## config.mk

```make
export PLATFORM = sky130hd
export DESIGN_NAME = pc_npc_sequencer
export DESIGN_NICKNAME = d
export VERILOG_FILES = /design/src/rtl/pc_npc_sequencer.sv
export SDC_FILE = /design/constraint.sdc
export NUM_CORES = 1
export LEC_CHECK = 0
export BUFFER_PORTS_ARGS = -buffer_cell sky130_fd_sc_hd__buf_2
export CORE_AREA = 2 2 95 97
export CTS_CLUSTER_DIAMETER = 50
export DETAILED_ROUTE_END_ITERATION = 8
export DIE_AREA = 0 0 97 99
export PLACE_DENSITY = 0.71
export REMOVE_ABC_BUFFERS = 1
export SYNTH_ARGS = -nofsm -noshare
export SYNTH_HDL_FRONTEND = slang
export SYNTH_SLANG_ARGS = --single-unit
```

## constraint.sdc

```tcl
create_clock -name Clk -period 3.9 [get_ports Clk]
set_input_delay 0.78 -clock Clk [delete_from_list [all_inputs] [get_ports Clk]]
set_output_delay 0.78 -clock Clk [all_outputs]
set_load 0.01 [all_outputs]
```

## src/rtl/pc_npc_sequencer.sv

```systemverilog
// Next-PC controller for the fetch-stage PC/nPC pair: delayed branches, annul, stalls, boot hold.
// Optional trap redirect is compiled in when PCSEQ_EXC_EN is defined.
module pc_npc_sequencer #(
  parameter logic [31:0] RESET_PC    = 32'h0000_0000,
  parameter logic [31:0] RESET_NPC   = 32'h0000_0004,
  parameter int unsigned BOOT_CYCLES = 2,
  parameter logic [31:0] EXC_VECTOR  = 32'h0000_0080
) (
  input  logic        Clk,
  input  logic        Reset,
  input  logic [31:0] pc_q,
  input  logic [31:0] npc_q,
  input  logic        stall_req,
  input  logic        br_valid,
  input  logic        br_taken,
  input  logic        br_annul,
  input  logic [31:0] br_target,
  input  logic        jmp_valid,
  input  logic [31:0] jmp_target,
  input  logic        exc_req,
  output logic [31:0] pc_d,
  output logic [31:0] npc_d,
  output logic        pc_le,
  output logic        npc_le,
  output logic        if_flush,
  output logic        fetch_valid,
  output logic [31:0] epc,
  output logic [7:0]  stall_cnt
);

  typedef enum logic [1:0] {
    StBoot,
    StRun,
    StHold
`ifdef PCSEQ_EXC_EN
    , StExc
`endif
  } state_e;

  localparam logic [3:0] BootLast = 4'(BOOT_CYCLES - 1);

  state_e      r_state;
  logic [3:0]  r_boot_cnt;
  logic        r_fetch_valid;
  logic [31:0] r_epc;
  logic [7:0]  r_stall_cnt;

  logic w_active;
  logic w_exc_take;
  logic w_go;

  assign w_active = (r_state == StRun) || (r_state == StHold);

`ifdef PCSEQ_EXC_EN
  // A trap overrides any stall and any pending branch/jump.
  assign w_exc_take = w_active & exc_req;
`else
  assign w_exc_take = 1'b0;
  logic w_unused;
  assign w_unused = exc_req ^ (^pc_q) ^ (^EXC_VECTOR);
`endif

  assign w_go = w_active & ~stall_req & ~w_exc_take;

  always_comb begin
    pc_d     = npc_q;
    npc_d    = npc_q + 32'd4;
    pc_le    = 1'b0;
    npc_le   = 1'b0;
    if_flush = 1'b0;
    case (r_state)
      StBoot: begin
        // Keep the D inputs at the reset values while the registers are held.
        pc_d  = RESET_PC;
        npc_d = RESET_NPC;
      end
`ifdef PCSEQ_EXC_EN
      StExc: if_flush = 1'b1;
`endif
      default: begin
        if (w_exc_take) begin
          pc_d     = EXC_VECTOR;
          npc_d    = EXC_VECTOR + 32'd4;
          pc_le    = 1'b1;
          npc_le   = 1'b1;
          if_flush = 1'b1;
        end else if (w_go) begin
          pc_le  = 1'b1;
          npc_le = 1'b1;
          if (jmp_valid) begin
            npc_d = jmp_target;
          end else if (br_valid && br_taken) begin
            npc_d = br_target;
          end else begin
            // Not-taken annulling branch squashes the delay slot already in IF.
            if_flush = br_valid & br_annul;
          end
        end
      end
    endcase
  end

  always_ff @(posedge Clk) begin
    if (Reset) begin
      r_state       <= StBoot;
      r_boot_cnt    <= 4'd0;
      r_fetch_valid <= 1'b0;
      r_epc         <= 32'd0;
      r_stall_cnt   <= 8'd0;
    end else begin
      case (r_state)
        StBoot: begin
          if (r_boot_cnt == BootLast) begin
            r_state       <= StRun;
            r_fetch_valid <= 1'b1;
          end else begin
            r_boot_cnt <= r_boot_cnt + 4'd1;
          end
        end
        StRun, StHold: begin
          if (w_exc_take) begin
`ifdef PCSEQ_EXC_EN
            r_state       <= StExc;
            r_fetch_valid <= 1'b0;
            r_epc         <= pc_q;
`endif
          end else if (stall_req) begin
            r_state       <= StHold;
            r_fetch_valid <= 1'b0;
            if (r_stall_cnt != 8'hFF) r_stall_cnt <= r_stall_cnt + 8'd1;
          end else begin
            r_state       <= StRun;
            r_fetch_valid <= 1'b1;
          end
        end
        default: begin
          r_state       <= StRun;
          r_fetch_valid <= 1'b1;
        end
      endcase
    end
  end

  assign fetch_valid = r_fetch_valid;
  assign epc         = r_epc;
  assign stall_cnt   = r_stall_cnt;

endmodule
```

==> out/summary.txt, run 1 <==
Status: completed
Worst-path clk slew: 0.06 ns
Sw Ratio: 52.7%
Antenna violations before repair: 0
Root Buffer: clkbuf_8
Share of cells above drive strength 1: 34.7%
Die Ht: 99 um
Yosys top cell by area: nor2b_1
Hpwl dp: 8.01 mm
Critical Path Source: npc_q[4]
Fill count: 922
Syn Inst Count: 416
Via density per instance: 5.33
# setup viols final: 0
First-pass GRT wire length: 16.0 mm
Clock power share: 9.4%
Max clock buf depth: 2
Syn avg cell area: 6.81 um2
Post-cts gate resize count: 0
Seq pwr share: 12.8%
Worst min path class: flip-flop to flip-flop
DRC: 0
Critical path type: input port to primary output
Max Slew Vio Count: 0
Unrepaired setup endpoints after global routing: false
WP data arrival: 2.71 ns
Lkg Pwr: 1.72 nW
Area contributors post-synth: nor2b_1 (9.9%), dfxtp_1 (9.9%), buf_4 (9.0%), a211oi_1 (8.7%), nor2_1 (4.4%)
Startpoint class of the critical path: input port
Final setup TNS: 0 ns
Drt wl/cell: 14.6 um
Grt total ovfl: 0
Fmax achieved: 287 MHz
Gate power share: 77.8%
Post-DRT Antenna Nets: 0
DIE WIDTH: 97 um
Core Footprint: 8550 um2
Max transition margin: 60.6%
Fin. Hold Viols: 0
Placement row count: 34
Via count: 3,628
Mapped Area: 2830 um2
Hold WS: 0.472 ns
Worst r2r path cells: 6
CTS tree: done
Clk sinks: 14
Critical Path RT: 3.12 ns
Total CTS buffers: 3
Fin nets: 715
Final Non-Filler Cells: 681
Setup Fix Bufs, Post-CTS: 0
CP endpoint kind: primary output
IO Count: 244
Reg-to-reg slack, setup: 1.81 ns
Async S/R FF share, synth: 0%
Psw: 773 uW
GR Util All Layers: 19.2%
Placed instance count: 677
Worst VDD drop: 0.000222 V
FF-to-FF Start: r_state[0]
Worst Setup EP: npc_d[19]
Initial Utilization: 33.1%
Top cells by count, synth: nor2b_1 (45), buf_4 (34), a211oi_1 (33), nor2_1 (33), clkbuf_1 (29)
Period minus WS final: 3.49 ns
Dominant synthesized flop cell: dfxtp_1
Final wirelength: 9.95 mm
Most numerous cell in the Yosys netlist: nor2b_1
Antenna fix cells: 0
Post-synthesis sequential area ratio: 9.90%
Crit path max fanout: 8
Warnings from Yosys: 0
Tcrit/Tclk final: 89.5%
Die area: 9600 um2
Pre-antenna DRT Iters: 4
Worst-Skew Late Latency: 0.24 ns
Final Wtd Congestion: 0.932
R2r endpoint: r_state[0]
FF+latch count, synth: 14
H-tree levels: 1
Max_cap viols: 0
Area growth, synth to finish: 31.9%
Distinct cells, synth: 55
Largest net degree at the start of global routing: 37
DR iter-0 viols: 130
Power Density: 393 nW/um2
Int Pwr: 695 uW
Yosys top cell area share: 9.94%
IO Port Bufs: 178
Hold Buf Count CTS: 0
Vias in the first global route: 3,296
Number of synthesized flops with an enable pin: 0
Clock Skews: 0.000997 ns
Worst-margin pin slew: 0.576 ns
## cell type report
cell class	count	area (um2)	share of cell area, %
inverters	14	52.6	1.41
well taps	108	135	3.62
repair buffers	189	973	26.1
flip-flops and latches	14	280	7.50
multi-input cells	352	2240	59.9
clock buffers	4	55.1	1.47
## state kept, by name (all words and copies together) (netlist names)
| name | flops |
|---|---|
| stall_cnt | 8 |
| r_boot_cnt | 4 |
| r_state | 2 |
## worst max-delay path, stage by stage
cell,delay (ns)
buf_2,0.15
and4_1,0.27
or4b_1,0.61
or4_1,0.44
a311oi_1,0.27
buf_2,0.17
## layer usage
metal / up-vias / routed length, um / track usage (%)
met5: - / 0 / 0
met4: 0 / 17 / 1.52
met3: 2 / 658 / 1.49
met2: 159 / 4980 / 35.1
met1: 1676 / 4300 / 25.7
li1: 1791 / - / -
## metrics by stage
step	power, mW	setup WS [ns]	utilization (%)	area [um2]
detailed placement	1.34	0.383	43.0	3680
global route	1.60	0.249	43.7	3740
CTS	1.48	0.377	43.7	3740
floorplan	0.838	0.176	-	2570
global placement	1.32	0.462	43.0	3680
finish	1.47	0.410	43.7	3740
## worst min-delay path by stage
stage	slack, ns	endpoint	start	depth (start not counted)
finish	0.47	r_state[1]	r_state[1]	2
global route	0.51	r_state[1]	r_state[1]	2
CTS	0.47	r_state[1]	r_state[1]	2
detailed placement	0.46	r_state[1]	r_state[1]	2
global placement	0.44	r_state[1]	r_state[1]	2
floorplan	0.43	r_state[1]	r_state[1]	2
## cells by family (layout without fill, tap and decap cells)
family | after synthesis | after routing | synth area share, %
buffers and inverters | 81 | 207 | 15.3
AO/OA/AOI/OAI | 106 | 106 | 27.2
multiplexers | 7 | 7 | 2.47
adder cells (fa/ha/maj) | 5 | 5 | 2.21
XOR/XNOR | 17 | 17 | 5.26
other | 1 | 32 | 0.132
AND/OR/NAND/NOR | 185 | 185 | 37.5
flip-flops | 14 | 14 | 9.90
## placed cells by master, fill, tap and decap left out, types with 6 or more instances in the layout
master	n
xor2_1	7
o31ai_1	7
nor2b_1	45
nor4_1	6
o21ai_0	15
buf_4	11
nand3_1	13
a211oi_1	33
inv_1	14
mux2i_1	7
and2_1	9
buf_2	178
xnor2_1	10
nor2_1	33
a21oi_1	12
nand2_1	19
nand4_1	14
dfxtp_1	14
conb_1	32
a311oi_1	11
## power groups by stage
stage | Clock (mW) | Sequential, mW | Combinational, mW
floorplan | 0 | 0.192 | 0.647
global placement | 0 | 0.189 | 1.13
detailed placement | 0 | 0.191 | 1.15
CTS | 0.140 | 0.188 | 1.15
global route | 0.147 | 0.192 | 1.27
finish | 0.138 | 0.188 | 1.14
(Power assumes the default switching activity.)
==> run 2: changes to the inputs <==
==> config.mk (replaced) <==
export PLATFORM = sky130hd
export DESIGN_NAME = pc_npc_sequencer
export DESIGN_NICKNAME = d
export VERILOG_FILES = /design/src/rtl/pc_npc_sequencer.sv
export SDC_FILE = /design/constraint.sdc
export NUM_CORES = 1
export LEC_CHECK = 0
export CORE_ASPECT_RATIO = 1.5
export CORE_MARGIN = 2
export CORE_UTILIZATION = 32
export CTS_CLUSTER_DIAMETER = 50
export DETAILED_ROUTE_END_ITERATION = 8
export DONT_BUFFER_PORTS = 1
export REMOVE_ABC_BUFFERS = 1
export SYNTH_ARGS = -nofsm -noshare
export SYNTH_HDL_FRONTEND = slang
export SYNTH_SLANG_ARGS = --single-unit
==> out/summary.txt, run 2 (synthesis results as in run 1) <==
Status: completed (unchanged)
Critical path, cell by cell: inv_1 -> ha_2 -> nand2b_1 -> a21oi_1 -> a311oi_1 -> a2111oi_0 -> buf_4 (was buf_2 -> and4_1 -> or4b_1 -> or4_1 -> a311oi_1 -> buf_2)
Setup Fix Bufs, Post-CTS: 0 (unchanged)
Max clock buf depth: 2 (unchanged)
Power Density: 445 nW/um2 (was 393 nW/um2)
Worst-margin pin slew: 0.668 ns (was 0.576 ns)
DR iter-0 viols: 91 (was 130)
Grt total ovfl: 0 (unchanged)
IO Count: 244 (unchanged)
Core Footprint: 8720 um2 (was 8550 um2)
Final wirelength: 10.1 mm (was 9.95 mm)
Vias in the first global route: 2,833 (was 3,296)
Initial Utilization: 32.5% (was 33.1%)
Max_cap viols: 0 (unchanged)
Post-cts gate resize count: 0 (unchanged)
Final setup TNS: 0 ns (unchanged)
Fill count: 939 (was 922)
Crit-path slowest cell: a2111oi_0 (was or4b_1)
Via count: 3,015 (was 3,628)
Hpwl dp: 8.13 mm (was 8.01 mm)
Gate power share: 68.4% (was 77.8%)
Lkg Pwr: 0.977 nW (was 1.72 nW)
Most frequent cells in the layout: nor2b_1 (45), nor2_1 (33), a211oi_1 (33) (was buf_2 (178), nor2b_1 (45), nor2_1 (33), a211oi_1 (33), conb_1 (32))
Largest stage delay on the critical path: 0.49 ns (was 0.61 ns)
Placement row count: 42 (was 34)
Pre-antenna DRT Iters: 4 (unchanged)
Largest delay share family, worst path: compound AO/OA/AOI/OAI gates (was simple AND/OR/NAND/NOR gates)
Startpoint class of the critical path: flip-flop (was input port)
Critical Path RT: 3.12 ns (about the same)
Sw Ratio: 54.2% (was 52.7%)
Area growth, synth to finish: 3.36% (was 31.9%)
# setup viols final: 0 (unchanged)
Fmax achieved: 300 MHz (was 287 MHz)
Clock power share: 16.6% (was 9.4%)
Antenna fix cells: 0 (unchanged)
Post-DRT Antenna Nets: 0 (unchanged)
Max Slew Vio Count: 0 (unchanged)
Largest register FFs: 8 (unchanged)
Clk sinks: 14 (unchanged)
Placement-stage cell area: 2840 um2 (was 3680 um2)
WP data arrival: 2.56 ns (was 2.71 ns)
Most common cell after layout, fill and taps aside: nor2b_1 (was buf_2)
Total CTS buffers: 3 (unchanged)
Share of cells above drive strength 1: 6.73% (was 34.7%)
Final Wtd Congestion: 0.804 (was 0.932)
Design area: 2930 um2 (was 3740 um2)
CP endpoint kind: primary output (unchanged)
Fin. Hold Viols: 0 (unchanged)
Worst-path clk slew: 0.05 ns (was 0.06 ns)
Root Buffer: clkbuf_16 (was clkbuf_8)
Int Pwr: 597 uW (was 695 uW)
Clock Skews: 0.00175 ns (was 0.000997 ns)
Die Ht: 119 um (was 99 um)
IO Port Bufs: 0 (was 178)
Drt wl/cell: 19.8 um (was 14.6 um)
Via density per instance: 5.90 (was 5.33)
Fin nets: 543 (was 715)
Seq pwr share: 15.0% (was 12.8%)
Max transition margin: 55.5% (was 60.6%)
First-pass GRT wire length: 14.3 mm (was 16.0 mm)
CTS tree: done (unchanged)
Critical path type: flip-flop to primary output (was input port to primary output)
Largest net degree at the start of global routing: 74 (was 37)
Crit path max fanout: 15 (was 8)
H-tree levels: 1 (unchanged)
Psw: 705 uW (was 773 uW)
Worst-Skew Late Latency: 0.25 ns (was 0.24 ns)
DRC: 0 (unchanged)
Hold Buf Count CTS: 0 (unchanged)
DIE WIDTH: 80.8 um (was 97 um)
GR Util All Layers: 19.0% (was 19.2%)
Crit path buf inv count: 2 (unchanged)
Die area: 9630 um2 (was 9600 um2)
Period minus WS final: 3.34 ns (was 3.49 ns)
Antenna violations before repair: 0 (unchanged)
Unrepaired setup endpoints after global routing: false (unchanged)
Tcrit/Tclk final: 85.6% (was 89.5%)
Worst min path class: flip-flop to flip-flop (unchanged)
Worst VDD drop: 0.000369 V (was 0.000222 V)
## run 2: cell count changes in the layout (fill, tap and decap cells not counted), sizes merged
cell  delta
buf    -172
## run 2: through the flow
step	total power [mW]	util [%]	worst slack (ns)	hold slack (ns)	instances
final	1.30	33.5	0.562	0.455	511
after global routing	1.41	33.5	0.395	0.475	511
after CTS	1.31	33.5	0.548	0.450	511
after detailed placement	1.09	32.5	0.545	0.444	507
after global placement	1.08	32.5	0.563	0.437	507
after floorplan	0.838	-	0.176	0.430	380
## run 2: layout make-up
| cell class | instances | area [um2] | share of cell area (%) |
|---|---|---|---|
| timing repair buffer | 17 | 128 | 4.36 |
| multi-input combinational | 352 | 2240 | 76.5 |
| inverter | 14 | 52.6 | 1.80 |
| sequential | 14 | 280 | 9.58 |
| clock buffer | 4 | 88.8 | 3.04 |
| tap | 110 | 138 | 4.70 |
## run 2: power by group through the flow
stage	logic (mW)	clock network, mW	registers, mW
after floorplan	0.647	0	0.192
after global placement	0.880	0	0.196
after detailed placement	0.892	0	0.198
after CTS	0.894	0.218	0.196
after global routing	0.989	0.224	0.199
final	0.890	0.216	0.196
## run 2: routing by layer
layer  vias up  share of wire (%)  GRT usage, %
met5         -                  0             0
met4         0               0.90          4.34
met3        11                 12          7.35
met2       148                 54          38.1
met1      1413                 34          16.9
li1       1443                  -             -
## run 2: path summary, 6_finish.rpt
kind / slack, ns / cells past startpoint / end / from
worst min-delay path: 0.45 / 2 / r_state[1] / r_state[1]
worst max register to register: 1.77 / 6 / r_state[0] / r_state[0]
worst min register to register: 0.45 / 2 / r_state[1] / r_state[1]
worst max-delay path: 0.56 / 7 / npc_d[30] / r_state[0]
## run 2: worst register-to-register path: stages (launching register included)
cell	delay, ns
dfxtp_1	0.34
inv_1	0.09
ha_2	0.44
inv_1	0.31
a21oi_1	0.54
nor2_1	0.11
a211oi_1	0.21
==> run 3: changes to the inputs <==
--- a/config.mk
+++ b/config.mk
@@ -6,7 +6,7 @@
 export NUM_CORES = 1
 export LEC_CHECK = 0
 export CORE_ASPECT_RATIO = 1.5
-export CORE_MARGIN = 2
+export CORE_MARGIN = 4
 export CORE_UTILIZATION = 32
 export CTS_CLUSTER_DIAMETER = 50
 export DETAILED_ROUTE_END_ITERATION = 8
==> out/summary.txt, run 3 (synthesis results as in run 1) <==
Seq pwr share: 14.9% (was 15.0%)
Worst min path class: flip-flop to flip-flop (unchanged)
Vias in the first global route: 2,885 (was 2,833)
Post-cts gate resize count: 0 (unchanged)
DR iter-0 viols: 154 (was 91)
Status: completed (unchanged)
Via density per instance: 6.06 (was 5.90)
Largest register FFs: 8 (unchanged)
Core Footprint: 8520 um2 (was 8720 um2)
Pre-CTS setup slack: 0.533 ns (was 0.545 ns)
Fin nets: 546 (was 543)
Period minus WS final: 3.50 ns (was 3.34 ns)
Antenna violations before repair: 0 (unchanged)
DRC: 0 (unchanged)
Pre-antenna DRT Iters: 5 (was 4)
Worst r2r path cells: 6 (unchanged)
Worst-path clk slew: 0.04 ns (was 0.05 ns)
Unrepaired setup endpoints after global routing: false (unchanged)
Grt total ovfl: 0 (unchanged)
Worst-Skew Late Latency: 0.24 ns (was 0.25 ns)
Drt wl/cell: 21.2 um (was 19.8 um)
Setup Fix Bufs, Post-CTS: 0 (unchanged)
IO Count: 244 (unchanged)
Crit path max fanout: 15 (unchanged)
Sw Ratio: 55.2% (was 54.2%)
Final setup TNS: 0 ns (unchanged)
Hold Path Depth: 2 (unchanged)
Max Slew Vio Count: 0 (unchanged)
Root Buffer: clkbuf_16 (unchanged)
Max transition margin: 55.5% (about the same)
IO Port Bufs: 0 (unchanged)
Worst-margin pin slew: 0.668 ns (about the same)
H-tree levels: 1 (unchanged)
Antenna fix cells: 0 (unchanged)
Largest net degree at the start of global routing: 74 (unchanged)
Die Ht: 123 um (was 119 um)
Hold Buf Count CTS: 0 (unchanged)
Hpwl dp: 8.75 mm (was 8.13 mm)
Power Density: 448 nW/um2 (was 445 nW/um2)
CTS tree: done (unchanged)
First-pass GRT wire length: 15.6 mm (was 14.3 mm)
Most common cell after layout, fill and taps aside: nor2b_1 (unchanged)
Fmax achieved: 285 MHz (was 300 MHz)
Startpoint class of the critical path: flip-flop (unchanged)
Psw: 728 uW (was 705 uW)
Tcrit/Tclk final: 89.8% (was 85.6%)
GR Util All Layers: 18.7% (was 19.0%)
Clk sinks: 14 (unchanged)
Via count: 3,090 (was 3,015)
WP data arrival: 2.72 ns (was 2.56 ns)
Int Pwr: 590 uW (was 597 uW)
Critical path type: flip-flop to primary output (unchanged)
Setup ws final: 0.397 ns (was 0.562 ns)
Critical Path RT: 3.12 ns (about the same)
Max clock buf depth: 2 (unchanged)
CP endpoint kind: primary output (unchanged)
Worst VDD drop: 0.000382 V (was 0.000369 V)
Clock Skews: 0.00314 ns (was 0.00175 ns)
Lkg Pwr: 0.991 nW (was 0.977 nW)
Share of cells above drive strength 1: 7.20% (was 6.73%)
Post-DRT Antenna Nets: 0 (unchanged)
Final wirelength: 10.8 mm (was 10.1 mm)
Die area: 10,400 um2 (was 9630 um2)
DIE WIDTH: 84.8 um (was 80.8 um)
Clock power share: 14.4% (was 16.6%)
Max_cap viols: 0 (unchanged)
Area growth, synth to finish: 3.98% (was 3.36%)
Placement row count: 41 (was 42)
Final Wtd Congestion: 0.832 (was 0.804)
Total CTS buffers: 3 (unchanged)
Gate power share: 70.6% (was 68.4%)
Initial Utilization: 33.3% (was 32.5%)
# setup viols final: 0 (unchanged)
Fin. Hold Viols: 0 (unchanged)
Most frequent cells in the layout: nor2b_1 (45), nor2_1 (33), a211oi_1 (33) (unchanged)
## run 3: changes by cell type in the layout (fill, tap and decap cells not counted)
cell	previous run	this run
buf_4	17	19
buf_12	0	1
clkbuf_8	1	0
## run 3: through the flow
| step | hold slack [ns] | std cells | utilization, % | instance area (um2) | power (mW) |
|---|---|---|---|---|---|
| after floorplan | 0.430 | 380 | - | 2570 | 0.838 |
| after global placement | 0.438 | 507 | 33.7 | 2870 | 1.12 |
| after CTS | 0.460 | 510 | 34.6 | 2940 | 1.32 |
| final | 0.457 | 510 | 34.6 | 2940 | 1.32 |
| after detailed placement | 0.454 | 507 | 33.7 | 2870 | 1.13 |
| after global routing | 0.490 | 510 | 34.6 | 2940 | 1.42 |
## run 3: path summary, 6_finish.rpt
path	from	endpoint	slack (ns)
worst min-delay path	r_state[1]	r_state[1]	0.46
worst max register to register	r_state[0]	r_state[0]	1.66
worst min register to register	r_state[1]	r_state[1]	0.46
worst max-delay path	r_state[0]	npc_d[29]	0.40
## run 3: power by group through the flow
stage / combinational, mW / clock, mW / sequential [mW]
CTS: 0.934 / 0.190 / 0.196
finish: 0.931 / 0.190 / 0.197
floorplan: 0.647 / 0 / 0.192
global route: 1.02 / 0.196 / 0.201
global placement: 0.923 / 0 / 0.197
detailed placement: 0.928 / 0 / 0.199
## run 3: cell type report
cell class,count,area [um2]
clock buffers,3,75.1
fillers,922,5570
inverters,14,52.6
multi-input cells,352,2240
flip-flops and latches,14,280
well taps,107,134
repair buffers,20,163
## run 3: critical path, stage by stage (launching register included)
cell,delay (ns)
dfxtp_1,0.39
inv_1,0.09
ha_2,0.32
nand2b_1,0.50
a21oi_1,0.14
o31a_1,0.27
o311ai_0,0.56
buf_4,0.23
## run 3: routing by layer
layer,routed length (um),part of all wire [%],vias to the layer above,GRT usage [%]
met4,180,1.7,0,3.66
met3,1520,14,15,8.87
met2,5460,51,190,35.6
met5,0,0,-,0
li1,-,-,1453,-
met1,3630,34,1432,18.5
